File: src/rtl/softmax_pkg.sv
// Shared types and helpers for the softmax reduction PEs: mode/state encodings,
// clog2 and the per-mode accumulator identity value.
package softmax_pkg;

    typedef enum logic {
        MODE_SUM = 1'b0,
        MODE_MAX = 1'b1
    } mode_e;

    typedef enum logic [1:0] {
        IDLE,
        RUN,
        DRAIN,
        DONE
    } state_e;

    function automatic int clog2(input int value);
        int result;
        result = 0;
        for (int i = 0; i < 32; i++) begin
            if ((1 << result) < value) begin
                result = result + 1;
            end
        end
        return result;
    endfunction

    // Sum starts from 0, max starts from the most negative value of the given width.
    function automatic logic signed [63:0] identity(input mode_e m, input int width);
        return (m == MODE_MAX) ? -(64'sd1 <<< (width - 1)) : 64'sd0;
    endfunction

endpackage

File: src/rtl/pe_reduce_tree.sv
// One-beat lane reduction (sum or signed max) through a binary tree, registered
// once with a valid bit that travels alongside the result.
module pe_reduce_tree
    import softmax_pkg::*;
#(
    parameter int DATA_WIDTH = 16,
    parameter int NUM_IN     = 4
) (
    input  logic                                         clk,
    input  logic                                         rst_n,
    input  mode_e                                        mode,
    input  logic                                         valid_in,
    input  logic [NUM_IN*DATA_WIDTH-1:0]                 in_data,
    output logic                                         valid_out,
    output logic signed [DATA_WIDTH+clog2(NUM_IN)-1:0]   result
);

    localparam int TREE_W = DATA_WIDTH + clog2(NUM_IN);

    // Heap-ordered nodes: leaves at NUM_IN..2*NUM_IN-1, root at 1; the extra
    // clog2(NUM_IN) bits keep the sum tree from ever overflowing.
    logic signed [TREE_W-1:0] node [1:2*NUM_IN-1];

    always_comb begin
        for (int i = 1; i < 2 * NUM_IN; i++) begin
            node[i] = '0;
        end
        for (int j = 0; j < NUM_IN; j++) begin
            node[NUM_IN+j] = TREE_W'($signed(in_data[j*DATA_WIDTH +: DATA_WIDTH]));
        end
        for (int i = NUM_IN - 1; i >= 1; i--) begin
            if (mode == MODE_MAX) begin
                node[i] = (node[2*i] > node[2*i+1]) ? node[2*i] : node[2*i+1];
            end else begin
                node[i] = node[2*i] + node[2*i+1];
            end
        end
    end

    always_ff @(posedge clk or negedge rst_n) begin
        if (!rst_n) begin
            valid_out <= 1'b0;
            result    <= '0;
        end else begin
            valid_out <= valid_in;
            if (valid_in) begin
                result <= node[1];
            end
        end
    end

endmodule

File: src/rtl/pe_softmax_reduce.sv
// Frame-level softmax reduction PE: running max or exponent sum over frame_len beats.
// Define PE_SOFTMAX_SAT_EN for a saturating sum with a sticky ovf flag.
module pe_softmax_reduce
    import softmax_pkg::*;
#(
    parameter int DATA_WIDTH = 16,
    parameter int NUM_IN     = 4,
    parameter int ACC_WIDTH  = 24,
    parameter int CNT_WIDTH  = 8
) (
    input  logic                           clk,
    input  logic                           rst_n,
    input  logic                           start,
    input  logic [CNT_WIDTH-1:0]           frame_len,
    input  logic                           mode,
    input  logic                           in_valid,
    output logic                           in_ready,
    input  logic [NUM_IN*DATA_WIDTH-1:0]   in_data,
    output logic                           out_valid,
    input  logic                           out_ready,
    output logic signed [ACC_WIDTH-1:0]    out_data,
    output logic                           busy,
    output logic                           ovf
);

    localparam int TREE_W = DATA_WIDTH + clog2(NUM_IN);

    state_e                      state_q, state_d;
    mode_e                       mode_q;
    logic [CNT_WIDTH-1:0]        frame_len_q;
    logic [CNT_WIDTH-1:0]        beat_cnt;
    logic signed [ACC_WIDTH-1:0] acc_q, acc_d;
    logic signed [TREE_W-1:0]    tree_q;
    logic signed [ACC_WIDTH-1:0] tree_ext;
    logic                        tree_valid;
    logic                        accept_start;
    logic                        beat_acc;
    logic                        last_beat;

    assign accept_start = (state_q == IDLE) && start && (frame_len != '0);
    assign in_ready     = (state_q == RUN);
    assign busy         = (state_q != IDLE);
    assign beat_acc     = in_valid && in_ready;
    assign last_beat    = beat_acc && ((beat_cnt + CNT_WIDTH'(1)) == frame_len_q);
    assign tree_ext     = ACC_WIDTH'(tree_q);

    pe_reduce_tree #(
        .DATA_WIDTH (DATA_WIDTH),
        .NUM_IN     (NUM_IN)
    ) u_tree (
        .clk       (clk),
        .rst_n     (rst_n),
        .mode      (mode_q),
        .valid_in  (beat_acc),
        .in_data   (in_data),
        .valid_out (tree_valid),
        .result    (tree_q)
    );

    always_ff @(posedge clk or negedge rst_n) begin
        if (!rst_n) begin
            state_q <= IDLE;
        end else begin
            state_q <= state_d;
        end
    end

    always_comb begin
        state_d = state_q;
        case (state_q)
            IDLE:    if (accept_start) state_d = RUN;
            RUN:     if (last_beat) state_d = DRAIN;
            DRAIN:   state_d = DONE;
            DONE:    if (out_valid && out_ready) state_d = IDLE;
            default: state_d = IDLE;
        endcase
    end

`ifdef PE_SOFTMAX_SAT_EN
    localparam logic signed [ACC_WIDTH-1:0] ACC_MAX = {1'b0, {(ACC_WIDTH-1){1'b1}}};
    localparam logic signed [ACC_WIDTH-1:0] ACC_MIN = {1'b1, {(ACC_WIDTH-1){1'b0}}};
    logic [ACC_WIDTH:0] sum_wide;
    logic               ovf_set;
    logic               ovf_q;
`endif

    // Accumulator next value; one guard bit detects sum overflow in the saturating build.
    always_comb begin
        acc_d = acc_q;
`ifdef PE_SOFTMAX_SAT_EN
        ovf_set  = 1'b0;
        sum_wide = {acc_q[ACC_WIDTH-1], acc_q} + {tree_ext[ACC_WIDTH-1], tree_ext};
`endif
        if (accept_start) begin
            acc_d = ACC_WIDTH'(identity(mode_e'(mode), ACC_WIDTH));
        end else if (tree_valid) begin
            if (mode_q == MODE_MAX) begin
                acc_d = (tree_ext > acc_q) ? tree_ext : acc_q;
            end else begin
`ifdef PE_SOFTMAX_SAT_EN
                if (sum_wide[ACC_WIDTH] != sum_wide[ACC_WIDTH-1]) begin
                    ovf_set = 1'b1;
                    acc_d   = sum_wide[ACC_WIDTH] ? ACC_MIN : ACC_MAX;
                end else begin
                    acc_d = sum_wide[ACC_WIDTH-1:0];
                end
`else
                acc_d = acc_q + tree_ext;
`endif
            end
        end
    end

`ifdef PE_SOFTMAX_SAT_EN
    always_ff @(posedge clk or negedge rst_n) begin
        if (!rst_n) begin
            ovf_q <= 1'b0;
        end else if (accept_start) begin
            ovf_q <= 1'b0;
        end else if (ovf_set) begin
            ovf_q <= 1'b1;
        end
    end
    assign ovf = ovf_q;
`else
    assign ovf = 1'b0;
`endif

    always_ff @(posedge clk or negedge rst_n) begin
        if (!rst_n) begin
            mode_q      <= MODE_SUM;
            frame_len_q <= '0;
            beat_cnt    <= '0;
            acc_q       <= '0;
        end else begin
            acc_q <= acc_d;
            if (accept_start) begin
                mode_q      <= mode_e'(mode);
                frame_len_q <= frame_len;
                beat_cnt    <= '0;
            end else if (beat_acc) begin
                beat_cnt <= beat_cnt + CNT_WIDTH'(1);
            end
        end
    end

    // The result is captured on the first DONE cycle and held until it is taken.
    always_ff @(posedge clk or negedge rst_n) begin
        if (!rst_n) begin
            out_valid <= 1'b0;
            out_data  <= '0;
        end else if ((state_q == DONE) && !out_valid) begin
            out_valid <= 1'b1;
            out_data  <= acc_q;
        end else if (out_valid && out_ready) begin
            out_valid <= 1'b0;
        end
    end

endmodule
File: config.mk
export PLATFORM = sky130hd
export DESIGN_NAME = pe_softmax_reduce
export DESIGN_NICKNAME = d
export VERILOG_FILES = /design/src/rtl/softmax_pkg.sv /design/src/rtl/pe_reduce_tree.sv /design/src/rtl/pe_softmax_reduce.sv
export SDC_FILE = /design/constraint.sdc
export NUM_CORES = 1
export LEC_CHECK = 0
export ABC_AREA = 1
export ABC_CLOCK_PERIOD_IN_PS = 6300
export BUFFER_PORTS_ARGS = -buffer_cell sky130_fd_sc_hd__buf_2
export CORE_UTILIZATION = 40
export CTS_BUF_LIST = sky130_fd_sc_hd__clkbuf_16
export CTS_CLUSTER_DIAMETER = 120
export DETAILED_ROUTE_END_ITERATION = 8
export PLACE_DENSITY_LB_ADDON = 0.1
export REMOVE_ABC_BUFFERS = 1
export SLEW_MARGIN = 25
export SYNTH_ARGS = -nofsm -noshare
export SYNTH_HDL_FRONTEND = slang
export SYNTH_SLANG_ARGS = --single-unit
File: constraint.sdc
create_clock -name clk -period 6.3 [get_ports clk]
set_input_delay 0.63 -clock clk [delete_from_list [all_inputs] [get_ports clk]]
set_output_delay 0.63 -clock clk [all_outputs]
set_load 0.1 [all_outputs]
## Yosys cells after proc, flatten, opt, wreduce, memory -nomap -nowiden

Index checks and enable logic that the tools add are counted.
W data, S select, Z words.

| operators by class | value |
|---|---|
| $add $sub $neg | 5 |
| order comparisons | 4 |
| eq/ne operators | 8 |
| mux-type cells | 19 |
| reduce and logical (&&, ||, !) cells | 15 |

Operator list:

| operator | count |
|---|---|
| $mux W24 | 5 |
| $mux W18 | 6 |
| $add A16 B16 Y17 | 2 |
| $gt A16 B16 Y1 | 2 |
| $add A24 B18 Y24 | 1 |
| $gt A18 B24 Y1 | 1 |
| $add A18 B18 Y18 | 1 |
| $gt A18 B18 Y1 | 1 |
| $mux W8 | 2 |
| $add A8 B1 Y8 const B | 1 |
| $eq A8 B8 Y1 | 1 |
| $pmux W2 S4 | 1 |
| $reduce_bool A2 Y1 | 4 |
| $reduce_bool A8 Y1 | 1 |
| $logic_and A1 B1 Y1 | 6 |
| $mux W2 | 3 |
| $eq A2 B2 Y1 const B | 2 |
| $ne A2 B2 Y1 const B | 2 |
| $ne A3 B1 Y1 const B | 1 |
| $reduce_and A3 Y1 | 1 |
| $eq A2 B1 Y1 const B | 1 |
| $logic_not A2 Y1 | 1 |
| $mux W1 | 2 |
| $ne A2 B1 Y1 const B | 1 |
| other kinds (2) | 2 |

| word-level totals | value |
|---|---|
| bits in registers | 87 |
| input port bits | 78 |
| output and inout bits | 28 |
| logic and storage cells | 60 |

## Logic depth before layout (Yosys ltp)

Gate-level depths: netlist (run 1).

| depth | value |
|---|---|
| depth after elaboration | 6 |
| gate-level depth with buffers | 33 |
| depth with buffers taken out | 33 |

## Hierarchy

A second synthesis (run 1) with hierarchy kept.

| unflattened totals | value |
|---|---|
| cell total of the unflattened synthesis | 1,840 |
| area, all modules | 11,377.2 µm² |

By module, submodules not included:

| module | instances | cells each | area each (µm²) | seq. area each (µm²) |
|---|---|---|---|---|
| pe_reduce_tree | 1 | 1,004 | 5,846.9 | 475.5 |
| pe_softmax_reduce | 1 | 836 | 5,530.3 | 1,701.6 |

## Worst setup path before layout (run 1)

Ideal clock, no wire load.

| path | value |
|---|---|
| kind | input -> register |
| from | input port in_data[31] |
| to | register u_tree.result[12] |
| library setup time | 0.066 ns |
| data arrival time | 3.829 ns |
| data required time | 6.234 ns |
| setup slack | 2.406 ns |
| stages on the path | 30 |
| path buffers | 1 |
| path through | inv_1 ha_1 buf_6 nand2_1 inv_2 nand3_1 nor2_2 nand2_1 nand2_1 nand2_4 nand3_4 inv_2 nand2_1 o21ai_1 nand2_1 o21ai_1 inv_1 ha_1 inv_1 fa_1 o21ai_1 a21oi_1 o21ai_1 a21oi_1 or2_2 nand3_1 nand2_1 inv_1 nand2_1 nand2_1 |

| between the ends | value |
|---|---|
| longest elaborated chain between the ends | 6 |
| elaborated cells on any way between the ends | 8 |
| classes of those cells | 2 x add/sub; 2 x order compare; 4 x mux |

RTL lines:

| what | line | source |
|---|---|---|
| start: declaration | pe_softmax_reduce.sv:18 | `input logic [NUM_IN*DATA_WIDTH-1:0] in_data,` |
| $gt A16 B16 Y1 | pe_reduce_tree.sv:33 | `node[i] = (node[2*i] > node[2*i+1]) ? node[2*i] : node[2*i+1];` |
| $mux W18 | pe_reduce_tree.sv:33 |  |
| $mux W18 * | pe_reduce_tree.sv:32 | `if (mode == MODE_MAX) begin` |
| $gt A18 B18 Y1 | pe_reduce_tree.sv:33 |  |
| $mux W18 | pe_reduce_tree.sv:33 |  |
| $mux W18 * | pe_reduce_tree.sv:32 |  |
| end signal: assignment | pe_reduce_tree.sv:47 | `result <= node[1];` |
| end: declaration | pe_reduce_tree.sv:15 | `output logic signed [DATA_WIDTH+clog2(NUM_IN)-1:0] result` |

Mark *: on every way between the ends. The rest lies on a longest branch, timed or not.
A chain may end at the register's enable or synchronous reset.

## Final worst setup path (run 1)

| path | value |
|---|---|
| from | input port in_data[55] |
| to | register u_tree.result[2] |

The elaborated chain is that of the path after synthesis.

==> flow_summary.json, run 1 <==
{
  "power_density_nw_per_um2": 559,
  "worst_skew_pair_latency_ps": 350,
  "worst_hold_path_class": "in -> async",
  "fillCellCount": 2975,
  "worstPathRequired_ps": 6580,
  "synth_edf_count": 0,
  "critPathCaptureType": "flip-flop",
  "maxSlewHeadroom": 0.417,
  "clk_root_buffer_cell": "sky130_fd_sc_hd__clkbuf_16",
  "hpwlAfterDp_um": 26200,
  "std_cell_rows": 60,
  "io_buffers": 104,
  "critical_path_arrival_ps": 5050,
  "synth_async_sr_flop_share": 1.00,
  "pwr-share-clk": 0.090,
  "critical_path.max_fanout": 22,
  "wire_length_of_the_first_global_routing_pass_um": 53000,
  "initial_antenna_violation_count": 0,
  "postCtsSetupBuffers": 0,
  "globalplace.congestion": 0.913,
  "netlist_instances": 1698,
  "synthTopCellsByArea": "sky130_fd_sc_hd__dfrtp_1 (20%), sky130_fd_sc_hd__ha_1 (17%), sky130_fd_sc_hd__nand2_1 (14%)",
  "drt_total_wl_um": 32600,
  "placed_cells": 2110,
  "worstMarginPinSlew_ps": 874,
  "power_switching_mw": 4.05,
  "vdd_ir_drop_max_uv": 273,
  "drt-pass1-iter-count": 5,
  "avgRoutedWirePerCell_um": 15.3,
  "synth-seq-cells": 87,
  "final_cells": 2126,
  "route.vias.total": 11000,
  "wl_met1_um": 15300,
  "avgViaCountPerCell": 5.17,
  "timing.critical_path.mode_cell": "sky130_fd_sc_hd__nand2_1",
  "die_height_um": 167,
  "startpoint_type": "primary input",
  "max-cap-violations": 0,
  "vias_in_the_first_global_route": 10600,
  "clock_sink_total": 87,
  "drc_errors": 0,
  "start_util": 0.406,
  "run_status": "completed",
  "met2RoutedLength_um": 15500,
  "power_frac_seq": 0.155,
  "final_hold_viol_count": 0,
  "pin_count_of_the_biggest_net_entering_global_routing": 52,
  "floorplan.die.width_um": 167,
  "cts_hold_buf": 0,
  "critical-path-max-stage-delay_ps": 430,
  "multi_input_area_um2": 7440,
  "final_max_slew_viol_count": 0,
  "grt_usage": 0.236,
  "tritoncts.num_buffers": 9,
  "combinationalPowerShare": 0.756,
  "flow.area_growth_from_synthesis_pct": 10.1,
  "met3RoutedLength_um": 797,
  "cts.path.max_buffers": 2,
  "netlist_top_cells_count": "sky130_fd_sc_hd__nand2_1 (403), sky130_fd_sc_hd__inv_1 (270), sky130_fd_sc_hd__ha_1 (151), sky130_fd_sc_hd__nor2_1 (147), sky130_fd_sc_hd__nand3_1 (141)",
  "worst_clock_skew_ps": 9.03,
  "layout.area.seq_um2": 2180,
  "clock.fmax_mhz": 210,
  "setup_total_negative_slack_ps": 0,
  "drtIter0Drc": 615,
  "drive_above_1_share": 0.104,
  "clk_transition_reported_paths_ps": 70,
  "tritoncts": "yes",
  "syn-cell-area_um2": 10900,
  "synth_ff_type": "sky130_fd_sc_hd__dfrtp_1",
  "grt_remaining_overflow": 0,
  "route.antenna.remaining_nets": 0,
  "synth.largest_area_cell": "sky130_fd_sc_hd__dfrtp_1",
  "antenna-diode-count": 0,
  "final_critical_delay_including_setup_and_external_delays_ps": 4770,
  "power_switching_share": 0.603,
  "setup_viol": 0,
  "final.period_utilization": 0.757,
  "timing.setup.critical_path_class": "in -> reg",
  "yosysWarnings": 0,
  "internal-power_mw": 2.67,
  "cts_resized": 0,
  "rsz_0062_raised_after_global_routing": "false",
  "post-synth-top-area-fraction": 0.200,
  "syn-mean-instance-area_um2": 6.42,
  "dieArea_um2": 27900,
  "cts-htree-levels": 3,
  "synth_most_common_cell": "sky130_fd_sc_hd__nand2_1",
  "synth_seq_area_share": 0.200,
  "boundaryPins": 106,
  "highest_routed_metal_layer": "met4",
  "crit_path_top_delay_cell": "sky130_fd_sc_hd__ha_1",
  "postLayoutCoreUtil": 0.447,
  "core_area_um2": 26900,
  "cell_variety_after_synth": 51,
  "power.leakage_nw": 6.57,
  "num-nets-final": 2013
}
cells in the final DEF, fill, tap and decap left out, drive strengths merged, types with 2 or more instances in the layout:
master   Yosys  routed
a211oi       2       2
a21boi       8       8
a21o        10      10
a21oi      123     123
a31oi        2       2
and2         4       4
buf         20     111
bufinv       0       2
clkbuf      20       9
dfrtp       87      87
fa           4       4
ha         151     151
inv        280     283
nand2      415     415
nand3      147     147
nand4       25      25
nor2       151     151
nor3        20      20
nor4         6       6
o2111ai      3       3
o211ai      13      13
o21a         4       4
o21ai      144     144
o21bai      11      11
o22ai        7       7
o31ai        4       4
or2          8       8
xnor2        5       5
xor2        18      18
cell type report:
cell class | instances | share of cell area
sequential | 87 | 0.182
clock inverter | 7 | 0.00865
tap | 341 | 0.0356
inverter | 280 | 0.0876
clock buffer | 9 | 0.0188
multi-input combinational | 1291 | 0.620
timing repair buffer | 111 | 0.0480
cells by family after synthesis:
| group | Yosys count | share of synthesized area |
|---|---|---|
| xor+xnor | 23 | 0.0185 |
| fa+ha+maj | 155 | 0.181 |
| compound gates | 333 | 0.171 |
| buf+inv | 320 | 0.118 |
| other cells | 1 | 0.000344 |
| flops | 87 | 0.200 |
| simple gates | 778 | 0.311 |
| mux | 1 | 0.00103 |
critical path: cells and delay by family:
kind                     cells  cell delay [ps]
AND/OR/NAND/NOR             14             1650
AO/OA/AOI/OAI                6             1230
adder cells (fa/ha/maj)      2              800
buffers and inverters        6              730
registers in the layout (all words and copies together), names as in the netlist:
| name | flops |
|---|---|
| acc_q | 24 |
| beat_cnt | 8 |
| frame_len_q | 8 |
| mode_q | 1 |
| out_data | 24 |
| out_valid | 1 |
| state_q | 2 |
| u_tree.result | 18 |
| u_tree.valid_out | 1 |
per-layer routing:
metal | vias up | global-route usage
met5 | - | 0
met4 | 0 | 0.0857
met3 | 48 | 0.0197
met2 | 214 | 0.412
met1 | 5063 | 0.302
li1 | 5662 | -
power groups by stage:
stage                     registers, mW  clock network, mW  logic, mW
after floorplan                    1.50                  0       3.25
after global placement             1.04                  0       5.04
after detailed placement           1.05                  0       5.04
after CTS                          1.04              0.621       5.07
after global routing               1.07              0.639       5.70
final                              1.04              0.604       5.07
path summary, 6_finish.rpt:
check / from / to / slack, ps / cells after the start
hold / removal: rst_n / out_data[1]$_DFFE_PN0P_ / 230 / 1
setup reg to reg: mode_q$_DFFE_PN0P_ / u_tree.result[2]$_DFFE_PN0P_ / 2250 / 17
setup / recovery: in_data[55] / u_tree.result[2]$_DFFE_PN0P_ / 1530 / 28
max in group asynchronous: rst_n / mode_q$_DFFE_PN0P_ / 4950 / 2
min in group clk: out_data[10]$_DFFE_PN0P_ / out_data[10]$_DFFE_PN0P_ / 480 / 2
hold reg to reg: out_data[10]$_DFFE_PN0P_ / out_data[10]$_DFFE_PN0P_ / 480 / 2
metrics by stage:
step / hold slack [ps] / power, mW / area, um2 / setup slack, ps
final: 229 / 6.71 / 12000 / 1530
after global routing: 270 / 7.41 / 12000 / 1060
after CTS: 238 / 6.73 / 12000 / 1560
after detailed placement: 469 / 6.09 / 11700 / 1210
after global placement: 462 / 6.08 / 11700 / 1280
after floorplan: 334 / 4.75 / 10700 / 1820
Note: power is estimated with default switching activity, not from simulation.
==> run 2, diff against run 1 <==
Settings changed: ABC_CLOCK_PERIOD_IN_PS 6300 to 4880.
Clock period 6.3 ns to 4.88 ns, I/O delays scaled along.
==> flow_summary.json, run 2 (synthesized netlist as in run 1, its figures left out) <==
{
  "power_frac_seq": 0.155,
  "power_switching_share": 0.606,
  "grt_usage": 0.230,
  "setup_total_negative_slack_ps": 0,
  "final_critical_delay_including_setup_and_external_delays_ps": 4490,
  "drc_errors": 0,
  "final_hold_viol_count": 0,
  "most_common_cell_after_layout_fill_and_taps_aside": "sky130_fd_sc_hd__nand2_1",
  "run_status": "completed",
  "avgViaCountPerCell": 5.08,
  "core_area_um2": 26900,
  "critical_path.max_fanout": 18,
  "pin_count_of_the_biggest_net_entering_global_routing": 74,
  "io_buffers": 104,
  "drt-pass1-iter-count": 5,
  "postCtsSetupBuffers": 0,
  "tritoncts.num_buffers": 9,
  "drt_total_wl_um": 31700,
  "clock_sink_total": 87,
  "rsz_0062_raised_after_global_routing": "false",
  "drtIter0Drc": 663,
  "start_util": 0.406,
  "critPathCaptureType": "flip-flop",
  "drive_above_1_share": 0.106,
  "critical-path-max-stage-delay_ps": 470,
  "wire_length_of_the_first_global_routing_pass_um": 51900,
  "worst_hold_path_class": "in -> async",
  "stdcell_area_um2": 12000,
  "clock.fmax_mhz": 223,
  "pwr-share-clk": 0.073,
  "timing.setup.critical_path_class": "in -> reg",
  "avgRoutedWirePerCell_um": 14.8,
  "worst_clock_skew_ps": 5.20,
  "cts_resized": 0,
  "mostFrequentLayoutCells": "sky130_fd_sc_hd__nand2_1 (403), sky130_fd_sc_hd__inv_1 (272), sky130_fd_sc_hd__ha_1 (151)",
  "route.vias.total": 10800,
  "cts-htree-levels": 3,
  "crit_path_top_delay_cell": "sky130_fd_sc_hd__ha_1",
  "clk_root_buffer_cell": "sky130_fd_sc_hd__clkbuf_16",
  "std_cell_rows": 60,
  "maxSlewHeadroom": 0.412,
  "hold-worst-slack_ps": 150,
  "globalplace.congestion": 0.952,
  "setup_viol": 0,
  "power.leakage_nw": 6.59,
  "tritoncts": "yes",
  "startpoint_type": "primary input",
  "biggestRegsByFlops": "acc_q: 24 flops, out_data: 24 flops, u_tree.result: 18 flops",
  "flow.area_growth_from_synthesis_pct": 10.0,
  "fillCellCount": 2848,
  "final_max_slew_viol_count": 0,
  "route.antenna.remaining_nets": 0,
  "clk_transition_reported_paths_ps": 60,
  "critical_path.n_buffers_inverters": 5,
  "fin_total_pwr_mw": 8.53,
  "dpl-instance-area_um2": 11700,
  "final.period_utilization": 0.920,
  "hpwlAfterDp_um": 25700,
  "floorplan.die.width_um": 167,
  "vias_in_the_first_global_route": 10300,
  "cts_hold_buf": 0,
  "internal-power_mw": 3.36,
  "initial_antenna_violation_count": 0,
  "worstMarginPinSlew_ps": 882,
  "boundaryPins": 106,
  "vdd_ir_drop_max_uv": 425,
  "power_density_nw_per_um2": 711,
  "critical_path_arrival_ps": 4760,
  "dieArea_um2": 27900,
  "max-cap-violations": 0,
  "antenna-diode-count": 0,
  "cts.path.max_buffers": 2,
  "combinationalPowerShare": 0.771,
  "num-nets-final": 2021,
  "worstPathRequired_ps": 5150,
  "power_switching_mw": 5.17,
  "die_height_um": 167,
  "grt_remaining_overflow": 0,
  "worst_path_dominant_cell_family": "compound AO/OA/AOI/OAI gates",
  "worst_skew_pair_latency_ps": 350
}
==> run 2: worst paths after layout <==
kind / from / to / slack [ps] / cells after the start
hold / removal: rst_n / out_data[0]$_DFFE_PN0P_ / 150 / 1
hold reg to reg: out_data[21]$_DFFE_PN0P_ / out_data[21]$_DFFE_PN0P_ / 480 / 2
setup reg to reg: mode_q$_DFFE_PN0P_ / u_tree.result[17]$_DFFE_PN0P_ / 1230 / 18
setup / recovery: in_data[31] / u_tree.result[15]$_DFFE_PN0P_ / 390 / 25
max in group asynchronous: rst_n / mode_q$_DFFE_PN0P_ / 3710 / 2
min in group clk: out_ready / out_valid$_DFFE_PN0P_ / 340 / 2
==> run 2: layout make-up <==
class	instances	area, um2	area share
multi-input cells	1291	7440	0.621
flip-flops and latches	87	2180	0.182
inverters	280	1050	0.0876
repair buffers	119	636	0.0530
well taps	341	427	0.0356
clock buffers	9	225	0.0188
clock inverters	7	32.5	0.00271
==> run 2: power groups by stage <==
stage / registers, mW / logic, mW / clock network [mW]
floorplan: 1.94 / 4.19 / 0
global placement: 1.33 / 6.54 / 0
CTS: 1.32 / 6.58 / 0.643
global route: 1.37 / 7.39 / 0.665
detailed placement: 1.34 / 6.54 / 0
finish: 1.32 / 6.58 / 0.625
==> run 2: layer usage <==
| layer | global-route usage | share of wire |
|---|---|---|
| met1 | 0.302 | 0.47 |
| met2 | 0.405 | 0.48 |
| met3 | 0.0171 | 0.032 |
| met4 | 0.0588 | 0.018 |
| met5 | 0 | 0 |
==> run 2: stage by stage <==
| step | setup WS, ps | util | cells |
|---|---|---|---|
| detailed placement | 8.46 | 0.437 | 2118 |
| global route | 45.6 | 0.446 | 2134 |
| CTS | 365 | 0.446 | 2134 |
| finish | 391 | 0.446 | 2134 |
| floorplan | 400 | - | 1658 |
| global placement | 94.3 | 0.437 | 2118 |
